## config.mk

```make
export PLATFORM = sky130hd
export DESIGN_NAME = ro_scan_ctrl
export DESIGN_NICKNAME = d
export VERILOG_FILES = /design/src/rtl/ro_scan_ctrl.sv
export SDC_FILE = /design/constraint.sdc
export NUM_CORES = 1
export LEC_CHECK = 0
export BUFFER_PORTS_ARGS = -buffer_cell sky130_fd_sc_hd__buf_4
export CAP_MARGIN = 20
export CELL_PAD_IN_SITES_DETAIL_PLACEMENT = 1
export CELL_PAD_IN_SITES_GLOBAL_PLACEMENT = 2
export CORE_MARGIN = 2
export CORE_UTILIZATION = 39
export CTS_CLUSTER_DIAMETER = 30
export DETAILED_ROUTE_END_ITERATION = 16
export PLACE_DENSITY = 0.89
export SLEW_MARGIN = 20
export SYNTH_ARGS = -nofsm -noshare
export SYNTH_HDL_FRONTEND = slang
export SYNTH_SLANG_ARGS = --single-unit
export TNS_END_PERCENT = 30
```

## constraint.sdc

```tcl
create_clock -name i_clk -period 3.05 [get_ports i_clk]
set_input_delay 0.4575 -clock i_clk [delete_from_list [all_inputs] [get_ports i_clk]]
set_output_delay 0.4575 -clock i_clk [all_outputs]
set_load 0.05 [all_outputs]
```

## src/rtl/ro_scan_ctrl.sv

```systemverilog
// Ring-oscillator scan sequencer.
// Walks RO 0..NUM_RO-1: enables one RO, lets it settle, counts clk cycles
// across PERIOD rising RO edges (or gives up after TIMEOUT_CYC cycles) and
// writes the count to the result RAM at the RO index.
// i_start is a single-cycle request honoured only in IDLE; o_done is a
// single-cycle completion pulse; o_ram_we is a single-cycle write strobe
// qualifying o_ram_addr/o_ram_wdata (both forced to 0 when the strobe is low).
// o_state exposes the FSM encoding for observation.
module ro_scan_ctrl #(
    parameter int NUM_RO      = 16,
    parameter int IDX_W       = 4,
    parameter int PERIOD      = 2048,
    parameter int SETTLE_CYC  = 64,
    parameter int TIMEOUT_CYC = 1048576
) (
    input  logic              i_clk,
    input  logic              i_rst,
    input  logic              i_start,
    input  logic [NUM_RO-1:0] i_ro_in,
    output logic [NUM_RO-1:0] o_ro_en,
    output logic              o_ram_we,
    output logic [IDX_W-1:0]  o_ram_addr,
    output logic [31:0]       o_ram_wdata,
    output logic              o_busy,
    output logic              o_done,
    output logic [NUM_RO-1:0] o_err_mask,
    output logic [2:0]        o_state
);

    typedef enum logic [2:0] {
        S_IDLE   = 3'd0,
        S_SETTLE = 3'd1,
        S_ARM    = 3'd2,
        S_MEAS   = 3'd3,
        S_STORE  = 3'd4,
        S_DONE   = 3'd5
    } state_t;

    localparam logic [31:0] SAT = 32'hFFFF_FFFF;

    state_t            r_state;
    state_t            w_state_nxt;
    logic [IDX_W-1:0]  r_idx;
    logic              r_s1, r_s2, r_s3;
    logic [31:0]       r_settle_cnt;
    logic [31:0]       r_tout_cnt;
    logic [31:0]       r_clk_cnt;
    logic [31:0]       r_edge_cnt;
    logic [31:0]       r_wdata;
    logic [NUM_RO-1:0] r_err;

    logic              w_edge;
    logic              w_settle_done;
    logic              w_tout;
    logic              w_final;
    logic [31:0]       w_clk_inc;
    logic [NUM_RO-1:0] w_onehot;
    logic              w_switch;
    logic              w_clr_err;
    logic              w_idx_inc;
    logic              w_capture;
    logic              w_timeout;

    // Edge detect on the synchronised sample of the selected RO.
    assign w_edge        = r_s2 & ~r_s3;
    assign w_settle_done = (r_settle_cnt == 32'(SETTLE_CYC - 1));
    assign w_tout        = (r_tout_cnt >= 32'(TIMEOUT_CYC - 1));
    assign w_final       = w_edge && (r_edge_cnt == 32'(PERIOD - 1));
    // Count stored includes the cycle carrying the final edge; never wraps.
    assign w_clk_inc     = (r_clk_cnt == SAT) ? SAT : r_clk_cnt + 32'd1;
    assign w_onehot      = {{(NUM_RO-1){1'b0}}, 1'b1} << r_idx;

    assign o_err_mask = r_err;
    assign o_state    = r_state;

    // State register.
    always_ff @(posedge i_clk) begin
        if (!i_rst) begin
            r_state <= S_IDLE;
        end else begin
            r_state <= w_state_nxt;
        end
    end

    // Next-state decode, outputs and datapath strobes.
    always_comb begin
        w_state_nxt = r_state;
        o_ro_en     = '0;
        o_ram_we    = 1'b0;
        o_ram_addr  = '0;
        o_ram_wdata = '0;
        o_busy      = 1'b0;
        o_done      = 1'b0;
        w_switch    = 1'b0;
        w_clr_err   = 1'b0;
        w_idx_inc   = 1'b0;
        w_capture   = 1'b0;
        w_timeout   = 1'b0;
        case (r_state)
            S_IDLE: begin
                if (i_start) begin
                    w_state_nxt = S_SETTLE;
                    w_switch    = 1'b1;
                    w_clr_err   = 1'b1;
                end
            end
            S_SETTLE: begin
                o_busy  = 1'b1;
                o_ro_en = w_onehot;
                if (w_settle_done) begin
                    w_state_nxt = S_ARM;
                end
            end
            S_ARM: begin
                o_busy  = 1'b1;
                o_ro_en = w_onehot;
                if (w_tout) begin
                    w_state_nxt = S_STORE;
                    w_timeout   = 1'b1;
                end else if (w_edge) begin
                    w_state_nxt = S_MEAS;
                end
            end
            S_MEAS: begin
                o_busy  = 1'b1;
                o_ro_en = w_onehot;
                // A final edge coinciding with the timeout still yields a valid count.
                if (w_final) begin
                    w_state_nxt = S_STORE;
                    w_capture   = 1'b1;
                end else if (w_tout) begin
                    w_state_nxt = S_STORE;
                    w_timeout   = 1'b1;
                end
            end
            S_STORE: begin
                o_busy      = 1'b1;
                o_ram_we    = 1'b1;
                o_ram_addr  = r_idx;
                o_ram_wdata = r_wdata;
                if (r_idx == IDX_W'(NUM_RO - 1)) begin
                    w_state_nxt = S_DONE;
                end else begin
                    w_state_nxt = S_SETTLE;
                    w_switch    = 1'b1;
                    w_idx_inc   = 1'b1;
                end
            end
            S_DONE: begin
                o_done      = 1'b1;
                w_state_nxt = S_IDLE;
            end
            default: begin
                w_state_nxt = S_IDLE;
            end
        endcase
    end

    // Measurement datapath: synchroniser, counters, result and error latches.
    always_ff @(posedge i_clk) begin
        if (!i_rst) begin
            r_idx        <= '0;
            r_s1         <= 1'b0;
            r_s2         <= 1'b0;
            r_s3         <= 1'b0;
            r_settle_cnt <= '0;
            r_tout_cnt   <= '0;
            r_clk_cnt    <= '0;
            r_edge_cnt   <= '0;
            r_wdata      <= '0;
            r_err        <= '0;
        end else begin
            // Flush the synchroniser whenever a different RO is selected so a
            // stale level from the previous RO cannot produce a false edge.
            if (w_switch) begin
                r_s1 <= 1'b0;
                r_s2 <= 1'b0;
                r_s3 <= 1'b0;
            end else begin
                r_s1 <= i_ro_in[r_idx];
                r_s2 <= r_s1;
                r_s3 <= r_s2;
            end

            r_settle_cnt <= (r_state == S_SETTLE) ? r_settle_cnt + 32'd1 : '0;

            if ((r_state == S_ARM) || (r_state == S_MEAS)) begin
                r_tout_cnt <= (r_tout_cnt == SAT) ? SAT : r_tout_cnt + 32'd1;
            end else begin
                r_tout_cnt <= '0;
            end

            // Edge 0 is seen in ARM; MEAS then starts from zero counts.
            if (r_state == S_MEAS) begin
                r_clk_cnt <= w_clk_inc;
                if (w_edge && (r_edge_cnt != SAT)) begin
                    r_edge_cnt <= r_edge_cnt + 32'd1;
                end
            end else begin
                r_clk_cnt  <= '0;
                r_edge_cnt <= '0;
            end

            if (w_capture) begin
                r_wdata <= w_clk_inc;
            end else if (w_timeout) begin
                r_wdata <= SAT;
            end

            if (w_clr_err) begin
                r_err <= '0;
            end else if (w_timeout) begin
                r_err[r_idx] <= 1'b1;
            end

            if (r_state == S_IDLE) begin
                r_idx <= '0;
            end else if (w_idx_inc) begin
                r_idx <= r_idx + IDX_W'(1);
            end
        end
    end

endmodule

```

==> Yosys cells after proc, flatten, opt, wreduce, memory -nomap -nowiden <==
Cells that the tools add are included.
{ "word_totals": {"register_bits": 186, "latchBits": 0, "ramBits": 0, "rom_bits": 0, "wordCells": 86, "mem_count": 0} }
{ "op_classes": {"add_sub_neg": 5, "multipliers": 0, "div": 0, "n_lt_le_gt_ge": 3, "eq_ne": 15, "n_shift": 1, "n_mux": 32, "bitwise": 4, "reduce_logical": 15} }
{ "ops": {"columns": ["cell", "n"], "rows": [
  ["$mux 32", 5],
  ["$add 32x1->32 const B", 4],
  ["$eq 32x32->1 const B", 2],
  ["$eq 32x11->1 const B", 1],
  ["$eq 32x6->1 const B", 1],
  ["$ge 32x20->1 const B", 1],
  ["$ne 32x32->1 const B", 1],
  ["$mux 3", 7],
  ["$mux 16", 1],
  ["$or 16x16->16", 1],
  ["$shl 1x4->16 const A", 1],
  ["$pmux 3 s5", 1],
  ["$mux 1", 13],
  ["$eq 3x2->1 const B", 2],
  ["$eq 3x3->1 const B", 2],
  ["$ne 3x3->1 const B", 2],
  ["$reduce_and 2->1", 3],
  ["$reduce_or 2->1", 3],
  ["$lt 4x5->1 const B", 1],
  ["$add 4x1->4 const B", 1],
  ["$bmux 1 s4", 1],
  ["$demux 1 s4", 1],
  ["$eq 4x4->1 const B", 1],
  ["$ge 4x1->1 const B", 1],
  ["13 further kinds", 18]
]} }

==> Longest topological paths before layout <==
Gate-level depths: netlist (run 1).
{ "depth": {"depth_word": 7, "mapped_depth": 8, "mapped_depth_nobuf": 6} }

==> Worst setup path after synthesis (run 1) <==
No wires, ideal clock.
{ "synth_path": {"path_kind": "flip-flop to output port", "from": "register r_state[0], in the netlist o_state[0]", "to": "output o_ro_en[2]", "arrival_ns": 2.371, "t_required_ns": 2.592, "path_slack_ns": 0.222, "stages_incl_launch_ff": 5, "path_cell_list": "dfxtp_1 -> nor2_1 -> nor2_1 -> nand2_1 -> nor3_1"} }
{ "synth_via": {"elab_chain_len": 3, "word_cells_on_any_way": 5, "cone_classes": "eq/ne: 3; mux: 1; reduce/logical: 1"} }
{ "synth_rtl": {"columns": ["element", "line_no", "rtl"], "rows": [
  ["start, declared", "41", "state_t r_state;"],
  ["start signal, assigned", "81", "r_state <= w_state_nxt;"],
  ["$eq 3x1->1 or $eq 3x2->1 (tied branches)", "99", "case (r_state)"],
  ["$reduce_or 3->1 (no source line) *", null, null],
  ["$mux 16 *", "99", null],
  ["end, declared", "20", "output logic [NUM_RO-1:0] o_ro_en,"]
]} }
Every way passes the cells marked *; elsewhere a longest branch is shown, timed or not.

==> Worst setup path after layout (run 1) <==
{ "layout_path": {"from": "register r_state[0], in the netlist o_state[0]", "to": "output o_ro_en[0]"} }
Same word-level chain as after synthesis.

==> run summary, run 1 <==
The endpoint of the worst register-to-register path is r_edge_cnt[11]. The time the worst path needs with I/O delays and setup is 2754 ps. The core region area is 22570 µm². Counting distinct cell types in the post-synthesis netlist gives 54. The pin count of the biggest net entering global routing came out at 51. For this run, the number of Yosys warnings is 0. For this run, the leading register cell type out of synthesis is dfxtp_1. The synthesized area per cell is 8.457 µm².

The tightest min-delay check is of the input pin to flop type. The worst supply voltage drop on vdd came out at 0.2597 mV. At the end of routability-driven placement, the weighted congestion stood at 0.7681.

The number of cells produced by synthesis came out at 1058. The area of the die came out at 24170 µm². The length of routed met3 wiring came out at 518 µm.

After legalization and detailed placement, the total HPWL measured 17.15 mm. The overall track demand over capacity in global routing is 21.27%. After the first detailed-routing iteration, the DRC count stood at 447.

The detailed router used layers up to and including met4. The power density over cell area is 457.0 nW/µm². The share of final-layout standard cells stronger than drive strength 1 is 16.05%.

STA puts the critical path data required time at 2590 ps. In the synthesized netlist, the cells that appear most often are dfxtp_1, nor2_1, a21oi_1. The max-slew headroom at the worst pin is 37.68%.

The number of antenna violations at the first check in global routing came out at 0. The worst setup path is launched from a flop. Adding up every negative setup slack in the final design gives 0 ps.

The first-pass GRT wire length is 41.83 mm. The chip height is 155.5 µm. The number of core rows is 55. The count of nets left with antenna violations after detail routing came out at 0. The end of the critical path is o_ro_en[0]. The worst path uses 90.28% of the clock period. The number of I/O port buffers is 92.

The die width is 155.5 µm. In this run, post-CTS hold repair placed 0 buffers. The run finished with clean final reports.

The latest clock arrival within the worst-skew pair came out at 440 ps. The critical path in this run is classified as flop to primary output. In the routed layout, each cell is associated on average with a via count of 5.669. The number of vias in the routed layout came out at 8078.

The average wire length per cell after detail routing came out at 17.45 µm. For flop-to-flop paths, the worst setup slack is 630 ps. The maximum buffer depth of the clock tree came out at 2. TritonCTS built the clock tree. The net count reported at finish is 1156. The growth of design area from synthesis to finish came out at 17.58%. The total clock sinks came out at 186. The static leakage is 3.828 nW. STA puts the critical path data arrival time at 2300 ps.

The number of cells traversed by the worst register-to-register path came out at 6. The number of diodes is 0. The top cell type by total area after synthesis is dfxtp_1. The sequential fraction of the synthesis area came out at 41.62%.

dfxtp_1 is the most common cell in the netlist. The register bit total from synthesis is 186. Pin placement for this block handled 93 I/O pins. The final wirelength is 24.86 mm. The startpoint identified for the worst register-to-register timing path is o_state[1].

The starting utilization of the core area is 39.64%. The total iterations of the first detailed-routing run came out at 4. The number of buffers inserted during clock tree synthesis came out at 17. The synthesized design contains 0 enable-type register cells. The area of the mapped netlist is 8947 µm². The total power consumption of the routed design is 0.004808 W.

The count of pins over their slew limit came out at 0. Clock-pin slew was measured on the worst setup and hold paths at 70 ps. The number of global-route vias before repair came out at 8154. The number of H-tree levels came out at 4. The total nets after synthesis came out at 1087.

The async set-reset flop share out of synthesis is 0%. Setup violations remaining at the end of the flow were counted as 0. The first element of the critical path is o_state[0].

The worst setup path is captured at a primary output. The root buffer cell chosen for the clock tree is clkbuf_16. The DRC violation count after routing came out at 0. Setup repair after global routing left no endpoint under its margin.

The max-cap violation count is 0. The cell count after placement is 1393. The hold violation total from the final report came to 0. The number of resized instances in the post-cts repair step is 0. The maximum clock frequency is 363.2 MHz. The final standard cell count with taps included and fillers excluded is 1425.

For the pin with the worst max-slew slack, the measured transition is 926.3 ps. Along the worst path, the maximum fanout reaches 32. The buffer count from post-CTS setup fixing came out at 0. Of the post-synthesis cell area, the dominant cell type holds 41.62%. After synthesis, the cell types taking the most area are dfxtp_1, nor2_1, xnor2_1.

The met1 wire length came out at 11.90 mm. Between clock sinks in the finished design, the worst skew comes to 16.97 ps. After global routing the overflow that remains totals 0. The wire length on met2 is 12.17 mm. The tightest hold path in the finished design has a slack of 407.1 ps.
[power by group]
group | switching (W) | internal (W) | leakage [nW] | total, W
clock | 0.00110 | 0.00118 | 0.297 | 0.00227
combinational | 0.0000656 | 0.0000345 | 2.03 | 0.000100
sequential | 0.00000483 | 0.00243 | 1.50 | 0.00243
total | 0.00117 | 0.00364 | 3.83 | 0.00481
[cell usage in the layout, fill, tap and decap left out, types with 33 or more instances in the layout]
master,count
nor2_1,135
buf_4,112
nand2_1,62
dfxtp_1,185
nand3_1,58
xnor2_1,52
nor4_1,33
xor2_1,35
a21oi_1,68
and3_1,60
[layer usage]
| metal | vias up | global-route usage (%) |
|---|---|---|
| met3 | 17 | 3.287 |
| li1 | 3981 | - |
| met4 | 0 | 5.417 |
| met2 | 73 | 36.81 |
| met1 | 4007 | 27.74 |
| met5 | - | 0 |
[cell type report]
cell class	instances	area (µm²)
Sequential cell	186	3725
Clock buffer	17	425.4
Fill cell	2681	12050
Inverter	30	112.6
Clock inverter	15	173.9
Tap cell	285	356.6
Timing Repair Buffer	112	840.8
Multi-Input combinational cell	780	4886
[worst max-delay path, cell delays in order, from the launching register on]
cell and delay, ps:
dfxtp_1 440, nor2_4 650, nor2_1 270, nand2_1 210, nor3_1 60, buf_4 220
[how the worst min path moves through the flow]
| stage | start | to | slack, ps | depth (start not counted) |
|---|---|---|---|---|
| after floorplan | r_s1 | r_s2 | 430 | 1 |
| after global placement | r_s1 | r_s2 | 450 | 1 |
| after detailed placement | r_s1 | r_s2 | 450 | 1 |
| after CTS | i_start | r_s1 | 380 | 3 |
| after global routing | i_start | r_s2 | 410 | 3 |
| final | i_start | r_s1 | 410 | 3 |
[cells by family after synthesis]
| family | after synthesis | share of synthesized area, % |
|---|---|---|
| mux | 11 | 1.930 |
| xor+xnor | 87 | 8.516 |
| buf+inv | 92 | 4.083 |
| simple gates | 488 | 28.21 |
| compound gates | 184 | 14.25 |
| flops | 186 | 41.62 |
| fa+ha+maj | 10 | 1.398 |
[flip-flops by register name, indices dropped and copies added (netlist names)]
register	cells
o_err_mask	16
o_state	3
r_clk_cnt	32
r_edge_cnt	32
r_idx	4
r_s1	1
r_s2	1
r_s3	1
r_settle_cnt	32
r_tout_cnt	32
r_wdata	32
[stage by stage]
| stage | instance area [µm²] | util [%] | setup slack, ps |
|---|---|---|---|
| after floorplan | 8947 | - | 221.8 |
| after global placement | 9921 | 43.95 | 771.7 |
| after detailed placement | 9921 | 43.95 | 679.0 |
| after CTS | 10520 | 46.61 | 288.2 |
| after global routing | 10520 | 46.61 | 100.9 |
| final | 10520 | 46.61 | 296.4 |
Power figures use the tool's default switching activity.
==> inputs of run 2 (changes only) <==
--- a/config.mk
+++ b/config.mk
@@ -14,6 +14,7 @@
 export CTS_CLUSTER_DIAMETER = 30
 export DETAILED_ROUTE_END_ITERATION = 16
 export PLACE_DENSITY = 0.89
+export RECOVER_POWER = 50
 export SLEW_MARGIN = 20
 export SYNTH_ARGS = -nofsm -noshare
 export SYNTH_HDL_FRONTEND = slang
==> run 2 against run 1 <==
Compared with the run above: cell count is the same; sequential share of layout area grew 0.41 points; global-route usage is the same; worst setup slack gained 0.91 ps; maximum frequency is essentially flat; first-iteration DRC count shrank 6.3%.
==> run summary, run 2 (synthesized netlist as in run 1, its figures left out) <==
The run finished with clean final reports. The latest clock arrival within the worst-skew pair came out at 440 ps (about the same). The post-route clock skew came to 12.01 ps (-4.958 ps). The average via count per standard cell was 5.660 (-0.15%). The post-detailed-placement half-perimeter wirelength came out at 17.15 mm (unchanged).

The buffer count from post-CTS setup fixing is 0 (unchanged). The number of resized instances in the post-cts repair step came out at 0 (unchanged). The core region area came out at 22570 µm² (unchanged). The DRC violation count after routing came out at 0 (unchanged). The share of final-layout standard cells stronger than drive strength 1 is 13.68% (-2.4 points).

The number of I/O port buffers is 92 (unchanged). The tree is rooted in a clkbuf_16. The critical-path maximum fanout came out at 26 (-19%). The filler cell count in the final layout came out at 2703 (+0.82%). The chip height is 155.5 µm (unchanged).

The final setup TNS was 0 ps (unchanged). The slew of the pin with the lowest slew margin came to 1376 ps (+449.7 ps). The count of routing violations after the opening detailed-route iteration came out at 419 (-6.3%). The area of the die is 24170 µm² (unchanged). The net count reported at finish came to 1156 (unchanged). The total clock sinks is 186 (unchanged).

The cell count of the worst hold path is 3 (unchanged). The register area is 3725 µm² (unchanged). The max-cap violation count is 0 (unchanged). The clock transition at the registers of the reported paths is 80 ps (about the same).

The total of hold buffers inserted after clock tree synthesis came to 0 (unchanged). TritonCTS built the clock tree. The first-pass GRT wire length is 41.83 mm (unchanged). The global-route congestion overflow total is 0 (unchanged). The total iterations of the first detailed-routing run is 4 (unchanged). The critical path in this run is classified as flop to flop. The time the worst path needs with I/O delays and setup came out at 2753 ps (-0.9080 ps). The hold violation total from the final report is 0 (unchanged).

The worst path required time is 3380 ps (+790 ps). The number of cells traversed by the worst register-to-register path was 8 (+2). The number of global-route vias before repair is 8154 (unchanged).

The final wirelength came out at 24.86 mm (about the same). The average wire length per cell after detail routing came out at 17.44 µm (about the same). Leaving out fill and tap cells, the most frequent cell in the layout is dfxtp_1. The starting utilization of the core area is 39.64% (unchanged).

The pin count of the biggest net entering global routing came to 51 (unchanged). The worst setup path is captured at a flop. The number of buffers inserted during clock tree synthesis is 17 (unchanged). The worst supply voltage drop on vdd is 0.2606 mV (+0.34%). The number of vias in the routed layout came out at 8066 (-0.15%).

The number of antenna violations at the first check in global routing came to 0 (unchanged). The die width is 155.5 µm (unchanged). The count of nets left with antenna violations after detail routing came to 0 (unchanged). The utilization after layout came out at 46.08% (-0.53 points). The growth of design area from synthesis to finish came out at 16.24%. Setup repair after global routing left no endpoint under its margin. The number of core rows is 55 (unchanged).

The I/O pin count came to 93 (unchanged). The worst hold slack across all endpoints is 406.0 ps (-1.113 ps). The overall track demand over capacity in global routing came out at 21.27% (unchanged).

The maximum clock frequency is 363.3 MHz (about the same). The global placer's final weighted congestion came out at 0.7681 (unchanged). The maximum buffer depth of the clock tree came out at 2 (unchanged). The number of diodes came to 0 (unchanged).

The static leakage is 3.710 nW (-3.1%). The number of H-tree levels came out at 4 (unchanged). The count of pins over their slew limit came out at 0 (unchanged). The count of endpoints failing setup in the final report came out at 0 (unchanged). The data arrival time of the worst path came out at 3080 ps (+780 ps). The area used by multi-input combinational logic came out at 4861 µm² (-0.51%). The power density over cell area came out at 462.4 nW/µm² (+1.2%). The min-delay analysis places its worst path in the category input pin to flop. The max-slew headroom at the worst pin came out at 8.269% (-29 points). The final cycle utilization of the critical path is 90.25% (about the same).

In the layout the commonest cells are dfxtp_1, nor2_1, buf_4. The worst setup path is launched from a flop.
## run 2: area by class of cell
type / count / area share, %
multi-input cells: 780 / 46.74
well taps: 285 / 3.429
repair buffers: 112 / 7.170
flip-flops and latches: 186 / 35.82
inverters: 30 / 1.083
clock inverters: 15 / 1.672
clock buffers: 17 / 4.090
## run 2: stage by stage
stage	cells	cell area, µm²	worst slack [ps]	total power (W)
floorplan	1058	8947	221.8	0.002546
global placement	1393	9921	771.7	0.002590
detailed placement	1393	9921	679.0	0.002592
CTS	1425	10520	288.2	0.004874
global route	1425	10400	95.46	0.004981
finish	1425	10400	297.4	0.004809
## run 2: critical path, cell delays in order, from the launching register on
cell	delay (ps)
dfxtp_1	400
ha_1	260
nand2_1	70
nor4_1	250
clkbuf_1	440
a21o_1	310
clkbuf_2	520
nor3b_1	150
o21a_1	230
## run 2: power by group
group / leakage (nW) / switching, W / internal, W
Sequential: 1.50 / 0.00000463 / 0.00243
Combinational: 1.92 / 0.0000653 / 0.0000327
Clock: 0.297 / 0.00110 / 0.00118
Total: 3.71 / 0.00117 / 0.00364
## run 2: routing by layer
| metal | GRT usage (%) | vias up | share of wire (%) |
|---|---|---|---|
| met5 | 0 | - | 0 |
| met4 | 5.417 | 0 | 1.1 |
| met2 | 36.81 | 84 | 49 |
| met1 | 27.74 | 3988 | 48 |
| met3 | 3.287 | 15 | 2.6 |
| li1 | - | 3979 | - |
## run 2: final timing paths
kind,startpoint,to,slack [ps]
worst min-delay path,i_start,r_s1,410
worst min register to register,r_s1,r_s2,460
worst max-delay path,r_tout_cnt[0],o_state[1],300
worst max register to register,r_tout_cnt[0],o_state[1],300
